`src/rtl/spi_slave_rx.sv`:
```
// SPI mode-0 slave: oversampled serial receive with one-word transmit buffer.
// Define SPI_SLAVE_OVERRUN_EN to enable the sticky rx_overrun flag.
module spi_slave_rx #(
   parameter int DATA_W      = 8,
   parameter int SYNC_STAGES = 2
) (
   input  logic              clk,
   input  logic              rst,
   input  logic              sclk,
   input  logic              cs_n,
   input  logic              mosi,
   output logic              miso,
   output logic              miso_oe,
   input  logic [DATA_W-1:0] tx_data,
   input  logic              tx_valid,
   output logic              tx_ready,
   output logic [DATA_W-1:0] rx_data,
   output logic              rx_valid,
   input  logic              rx_ack,
   output logic              frame_err,
   output logic              rx_overrun
);

   localparam int CW = $clog2(DATA_W + 1);
   localparam int FW = $clog2(SYNC_STAGES + 1);

   typedef enum logic {
      IDLE,
      ACTIVE
   } state_t;

   state_t state_q;
   state_t state_d;

   logic [SYNC_STAGES-1:0] sclk_sync;
   logic [SYNC_STAGES-1:0] cs_sync;
   logic [SYNC_STAGES-1:0] mosi_sync;

   logic sclk_s;
   logic cs_s;
   logic mosi_s;
   logic sclk_prev;
   logic cs_prev;

   logic [FW-1:0] flush_cnt;
   logic          settled;
   logic          armed;

   logic sclk_rise;
   logic sclk_fall;
   logic cs_fall;
   logic cs_rise;

   logic [CW-1:0]     bit_cnt;
   logic [CW-1:0]     cnt_inc;
   logic [DATA_W-1:0] rx_shift;
   logic [DATA_W-1:0] rx_next;
   logic [DATA_W-1:0] tx_shift;
   logic [DATA_W-1:0] hold_q;
   logic              hold_full;

   logic start;
   logic stop;
   logic bit_rise;
   logic frame_done;
   logic load_tx;
   logic shift_tx;

   assign sclk_s = sclk_sync[SYNC_STAGES-1];
   assign cs_s   = cs_sync[SYNC_STAGES-1];
   assign mosi_s = mosi_sync[SYNC_STAGES-1];

   // A falling cs_n only counts once cs_n has been seen high on real
   // samples, so a select held low across reset never starts a frame.
   assign settled   = (flush_cnt == FW'(SYNC_STAGES));
   assign sclk_rise = sclk_s & ~sclk_prev;
   assign sclk_fall = ~sclk_s & sclk_prev;
   assign cs_fall   = armed & cs_prev & ~cs_s;
   assign cs_rise   = cs_s & ~cs_prev;

   assign cnt_inc = bit_cnt + CW'(1);
   assign rx_next = {rx_shift[DATA_W-2:0], mosi_s};

   always_ff @(posedge clk) begin
      if (rst) begin
         state_q <= IDLE;
      end else begin
         state_q <= state_d;
      end
   end

   always_comb begin
      state_d    = state_q;
      start      = 1'b0;
      stop       = 1'b0;
      bit_rise   = 1'b0;
      frame_done = 1'b0;
      shift_tx   = 1'b0;
      unique case (state_q)
         IDLE: begin
            if (cs_fall) begin
               state_d = ACTIVE;
               start   = 1'b1;
            end
         end
         ACTIVE: begin
            if (cs_rise) begin
               state_d = IDLE;
               stop    = 1'b1;
            end else begin
               bit_rise   = sclk_rise;
               frame_done = sclk_rise && (cnt_inc == CW'(DATA_W));
               // The fall after a completed frame must not shift out the
               // freshly loaded MSB; bit_cnt is 0 exactly then.
               shift_tx   = sclk_fall && (bit_cnt != '0);
            end
         end
         default: state_d = IDLE;
      endcase
   end

   assign load_tx = start | frame_done;

   always_ff @(posedge clk) begin
      if (rst) begin
         sclk_sync <= '0;
         cs_sync   <= '1;
         mosi_sync <= '0;
         sclk_prev <= 1'b0;
         cs_prev   <= 1'b1;
         flush_cnt <= '0;
         armed     <= 1'b0;
      end else begin
         sclk_sync[0] <= sclk;
         cs_sync[0]   <= cs_n;
         mosi_sync[0] <= mosi;
         for (int i = 1; i < SYNC_STAGES; i++) begin
            sclk_sync[i] <= sclk_sync[i-1];
            cs_sync[i]   <= cs_sync[i-1];
            mosi_sync[i] <= mosi_sync[i-1];
         end
         sclk_prev <= sclk_s;
         cs_prev   <= cs_s;
         if (!settled) begin
            flush_cnt <= flush_cnt + FW'(1);
         end
         if (settled && cs_s) begin
            armed <= 1'b1;
         end
      end
   end

   always_ff @(posedge clk) begin
      if (rst) begin
         bit_cnt   <= '0;
         rx_shift  <= '0;
         tx_shift  <= '0;
         hold_q    <= '0;
         hold_full <= 1'b0;
         rx_data   <= '0;
         rx_valid  <= 1'b0;
         frame_err <= 1'b0;
      end else begin
         if (load_tx) begin
            tx_shift  <= hold_full ? hold_q : '0;
            hold_full <= 1'b0;
         end else if (shift_tx) begin
            tx_shift <= {tx_shift[DATA_W-2:0], 1'b0};
         end
         if (tx_valid && !hold_full) begin
            hold_q    <= tx_data;
            hold_full <= 1'b1;
         end
         if (start || stop) begin
            bit_cnt <= '0;
         end else if (bit_rise) begin
            bit_cnt <= frame_done ? '0 : cnt_inc;
         end
         if (bit_rise) begin
            rx_shift <= rx_next;
         end
         if (frame_done) begin
            rx_data  <= rx_next;
            rx_valid <= 1'b1;
         end else if (rx_ack) begin
            rx_valid <= 1'b0;
         end
         frame_err <= stop && (bit_cnt != '0);
      end
   end

`ifdef SPI_SLAVE_OVERRUN_EN
   always_ff @(posedge clk) begin
      if (rst) begin
         rx_overrun <= 1'b0;
      end else if (frame_done && rx_valid && !rx_ack) begin
         rx_overrun <= 1'b1;
      end
   end
`else
   assign rx_overrun = 1'b0;
`endif

   assign miso     = (state_q == ACTIVE) & tx_shift[DATA_W-1];
   assign miso_oe  = (state_q == ACTIVE);
   assign tx_ready = ~hold_full;

endmodule

```
`config.mk`:
```
export PLATFORM = sky130hd
export DESIGN_NAME = spi_slave_rx
export DESIGN_NICKNAME = d
export VERILOG_FILES = /design/src/rtl/spi_slave_rx.sv
export SDC_FILE = /design/constraint.sdc
export NUM_CORES = 1
export LEC_CHECK = 0
export CAP_MARGIN = 25
export CORE_MARGIN = 2
export CORE_UTILIZATION = 45
export DETAILED_ROUTE_END_ITERATION = 8
export HOLD_SLACK_MARGIN = 0.12
export PLACE_DENSITY = 0.68
export SYNTH_ARGS = -nofsm -noshare
export SYNTH_HDL_FRONTEND = slang
export SYNTH_SLANG_ARGS = --single-unit
```
`constraint.sdc`:
```
create_clock -name clk -period 5.2 [get_ports clk]
set_clock_uncertainty 0.2 [all_clocks]
set_input_delay 1.04 -clock clk [delete_from_list [all_inputs] [get_ports clk]]
set_output_delay 1.04 -clock clk [all_outputs]
set_load 0.01 [all_outputs]
```
# After elaboration in Yosys (flattened, before gate mapping)
# Cells that the tools add are included.
[op_classes] muxes=20 add_sub_neg=2 bitwise_logic=13 reduce_logical=12 eq_ne=2
[op_table] operator="$mux W8" count=3
[op_table] operator="$mux W1" count=15
[op_table] operator="$and A1 B1 Y1" count=6
[op_table] operator="$not A1 Y1" count=6
[op_table] operator="$reduce_bool A2 Y1" count=3
[op_table] operator="$logic_and A1 B1 Y1" count=5
[op_table] operator="$add A4 B1 Y4 const B" count=1
[op_table] operator="$eq A4 B4 Y1 const B" count=1
[op_table] operator="$mux W4" count=1
[op_table] operator="$reduce_bool A4 Y1" count=1
[op_table] operator="$add A2 B1 Y2 const B" count=1
[op_table] operator="$eq A2 B2 Y1 const B" count=1
[op_table] operator="$pmux W1 S2" count=1
[op_table] operator="$reduce_or A2 Y1" count=1
[op_table] operator="$logic_not A1 Y1" count=1
[op_table] operator="$logic_or A1 B1 Y1" count=1
[op_table] operator="$or A1 B1 Y1" count=1
[word_totals] wordCells=65 reg_bits=50 input_bits=15 out_inout_bits=14

# Longest topological paths before layout
[depth] word_depth=8 mapped_depth=7 depth_no_buf=7

# Worst setup path after synthesis
# OpenSTA, ideal clock, no wires.
[synth_path] path_type="input -> register" start="input port rst" end="register armed" t_arrival_ps=1656 setup_ps=129 setup_slack_ps=3215 stages=3 t_required_ps=4871 n_path_buf=2 cell_sequence="clkbuf_1 -> clkbuf_1 -> nor2_1"
[synth_lines] item="from (decl)" line_no="8" text="input logic rst,"
[synth_lines] item="to (signal assigned)" line_no="132" text="armed <= 1'b0;"
[synth_lines] item="to (signal assigned)" line_no="148" text="armed <= 1'b1;"
[synth_lines] item="to (decl)" line_no="47" text="logic armed;"
# No word-level cell between the ends.

# Worst setup path after layout
[layout_path] start="register state_q (netlist: miso_oe)" end="output port miso"
[layout_via] elab_chain_len=1
[layout_rtl] item="from (decl)" line_no="32" text="state_t state_q;"
[layout_rtl] item="from (signal assigned)" line_no="88" text="state_q <= state_d;"
[layout_rtl] item="$and A1 B1 Y1" line_no="204" text="assign miso = (state_q == ACTIVE) & tx_shift[DATA_W-1];"
[layout_rtl] item="to (decl)" line_no="12" text="output logic miso,"
# No other way between the ends.

==> summary.md <==
| Metric | Value |
|---|---|
| Residual DRC | `0` |
| CTS Buf Count | `5` |
| Clk buf depth | `2` |
| Status | `completed` |
| Crit start category | `flip-flop` |
| CP max-delay cell | `dfxtp_1` |
| HP Class | `reg -> reg` |
| DIE WIDTH | `71.4 um` |
| Root buf cell | `clkbuf_8` |
| CTS tree | `done` |
| # port buffers | `27` |
| Slew Limit Fails | `0` |
| Leakage dissipation | `0.904 nW` |
| Final worst path period share | `54.0%` |
| Area leader, netlist | `dfxtp_1` |
| Vias in the first global route | `approximately 1400` |
| Power per cell area | `297 nW/um^2` |
| Placed Instance Area | `2320 sq um` |
| Initial Utilization | `47.0%` |
| Largest fanout on the critical path | `10` |
| Diode count | `0` |
| Largest net degree at the start of global routing | `48` |
| Drt wl/cell | `11.8 um` |
| Footprint of the multi-input gates | `951 sq um` |
| Highest Clock Rate | `0.356 GHz` |
| Avg Vias per Cell | `5.13` |
| GRT Total Usage | `14.9%` |
| CP Class | `reg -> out` |
| Hold path depth | `1` |
| FF+latch count, synth | `50` |
| Die area | `5100 sq um` |
| Drt pass-1 iters | `4` |
| Slew headroom | `62.0%` |
| Required time of the critical path | `3.96 ns` |
| Yosys warns | `0` |
| CTS hold repair buffers | `0` |
| Fillcell total | `about 410` |
| Row Count | `24` |
| Synth cell types | `35` |
| Critical Path End Type | `primary output` |
| Congestion Overflow GR | `0` |
| Avg Cell Area, Syn | `8.93 sq um` |
| Clock transition at path regs | `0.09 ns` |
| Most frequent cells in the layout | `dfxtp_1 (50), nand2_1 (48), clkdlybuf4s50_1 (27)` |
| Violation count after the first detailed-route iteration | `73` |
| GPL Wtd Cong | `0.730` |
| Hold Vio Cnt, Final | `0` |
| I/O pin count | `29` |
| Core area | `4350 sq um` |
| Yosys top cell area share | `49.0%` |
| Mapped Area | `2040 sq um` |
| WP depth | `2` |
| Buf+Inv Stages, Crit Path | `1` |
| RSZ-0062 raised after global routing | `false` |
| Worst Tran Pin Value | `approximately 0.57 ns` |
| Most common cell after layout, fill and taps aside | `dfxtp_1` |
| Total number of vias | `1566` |
| Minimum clock period | `2.81 ns` |
| Initial antenna violation count | `0` |
| Slowest stage delay, CP | `between 0.5 and 0.6 ns` |
| Postcts setup bufs | `0` |
| Crit path DAT | `1.57 ns` |
| Clock sink count | `50` |
| Detail Route Antenna Nets | `0` |
| Place WS | `2.64 ns` |
| Delay-heaviest family, CP | `flip-flops` |
| Worst setup margin | `2.39 ns` |
| Synth area leaders | `dfxtp_1 (49%), nand2_1 (8.8%), a21oi_1 (6.1%)` |
| Maximum vdd drop | `168 uV` |
| Worst reg2reg path depth | `7` |
| DIE HEIGHT | `71.4 um` |
| Cells after Synth | `229` |
| Final wirelength | `3580 um` |
| Sequential share of the synthesized area | `approximately half` |
| Fin area | `between 2000 and 2500 sq um` |
| First-pass GRT wire length | `6040 um` |
| CTS H-Tree Depth | `2` |
| Area delta synth->final | `17.9%` |
| Final setup TNS | `0 ns` |
| Setup violators final | `0` |
| Max Cap Violations | `0` |
| DP HPWL | `2410 um` |
| Ratio of cells with drive above 1 in the final layout | `11.5%` |
| Crit-path cells | `and2_1, clkdlybuf4s50_1` |
| Skew-Pair Late Insertion Delay | `0.31 ns` |
| Hold_ws | `0.216 ns` |
| Syn Nets | `248` |
| Resized cells post-CTS | `0` |
| Nets | `271` |
| Register area | `~1000 sq um` |
stage by stage:
| stage | power, W | utilization (%) | std cells |
|---|---|---|---|
| after floorplan | 0.000472 | - | 229 |
| after global placement | 0.000489 | 53.2 | 297 |
| after detailed placement | 0.000493 | 53.2 | 297 |
| after CTS | 0.000723 | 55.4 | 305 |
| after global routing | 0.000752 | 55.4 | 305 |
| final | 0.000715 | 55.4 | 305 |
cell families (layout without fill, tap and decap cells):
logic type	Yosys count	in the layout	synth area share (%)
simple gates	108	108	26.4
flops	50	50	49.0
mux	9	9	4.47
buf+inv	17	41	4.53
other cells	1	1	0.183
compound gates	35	35	10.5
fa+ha+maj	4	4	2.45
xor+xnor	5	5	2.51
layer usage:
metal / track usage [%] / up-vias / share of wire [%] / wire (um)
met3: 3.94 / 8 / 4.6 / 164
met1: 16.9 / 728 / 46 / 1650
met5: 0 / - / 0 / 0
met2: 26.3 / 28 / 47 / 1700
met4: 6.29 / 0 / 2.0 / 70
li1: - / 802 / - / -
worst reg2reg max path: cells and delay by family (launching register included):
family / cells / cell delay [ns]
buffers and inverters: 1 / 0.08
adders and majority gates: 1 / 0.19
DFF: 1 / 0.43
AOI/OAI and AO/OA: 1 / 0.23
and+or+nand+nor: 4 / 0.72
state kept, by name, indices dropped and copies added (netlist names), 2 cells and up:
signal     flops
sclk_sync      2
cs_sync        2
rx_shift       7
bit_cnt        4
rx_data        8
mosi_sync      2
tx_shift       8
flush_cnt      2
hold_q         8
where the power goes:
group,internal [W],switching [W],leakage (nW)
registers,0.000401,0.0000134,0.406
logic,0.0000336,0.0000349,0.453
clock network,0.0000972,0.000135,0.0447
total,0.000532,0.000183,0.904
final cells by class:
type | instances | area share [%]
clock buffer | 5 | 2.85
inverter | 4 | 0.623
sequential | 50 | 41.5
multi-input combinational | 162 | 39.4
timing repair buffer | 29 | 11.8
tap | 52 | 2.70
clock inverter | 3 | 1.04
Yosys cell counts:
cell	n
dfxtp_1	50
nand2_1	48
a21oi_1	25
nor2_1	19
nand3_1	12
mux2i_1	8
nor2b_1	8
clkbuf_1	6
a31oi_1	4
ha_1	4
inv_1	4
nor3_1	4
a21oi_2	3
buf_4	3
or2_2	3
buf_2	2
buf_6	2
nand2b_1	2
nand3_2	2
nor2_2	2
nor4_2	2
xnor2_1	2
xor2_1	2
a311oi_2	1
and2_1	1
and4b_1	1
conb_1	1
mux2_2	1
nand2b_4	1
nand4_4	1
o21a_1	1
o21ai_4	1
or3_1	1
or3b_4	1
xor2_2	1
path summary, 6_finish.rpt:
kind | startpoint | endpoint | slack (ns)
min | cs_sync[0] | cs_sync[1] | 0.22
max reg2reg | bit_cnt[0] | tx_shift[3] | 3.28
min reg2reg | cs_sync[0] | cs_sync[1] | 0.22
max | miso_oe | miso | 2.39
No activity file was read; power rests on OpenSTA's default activity.
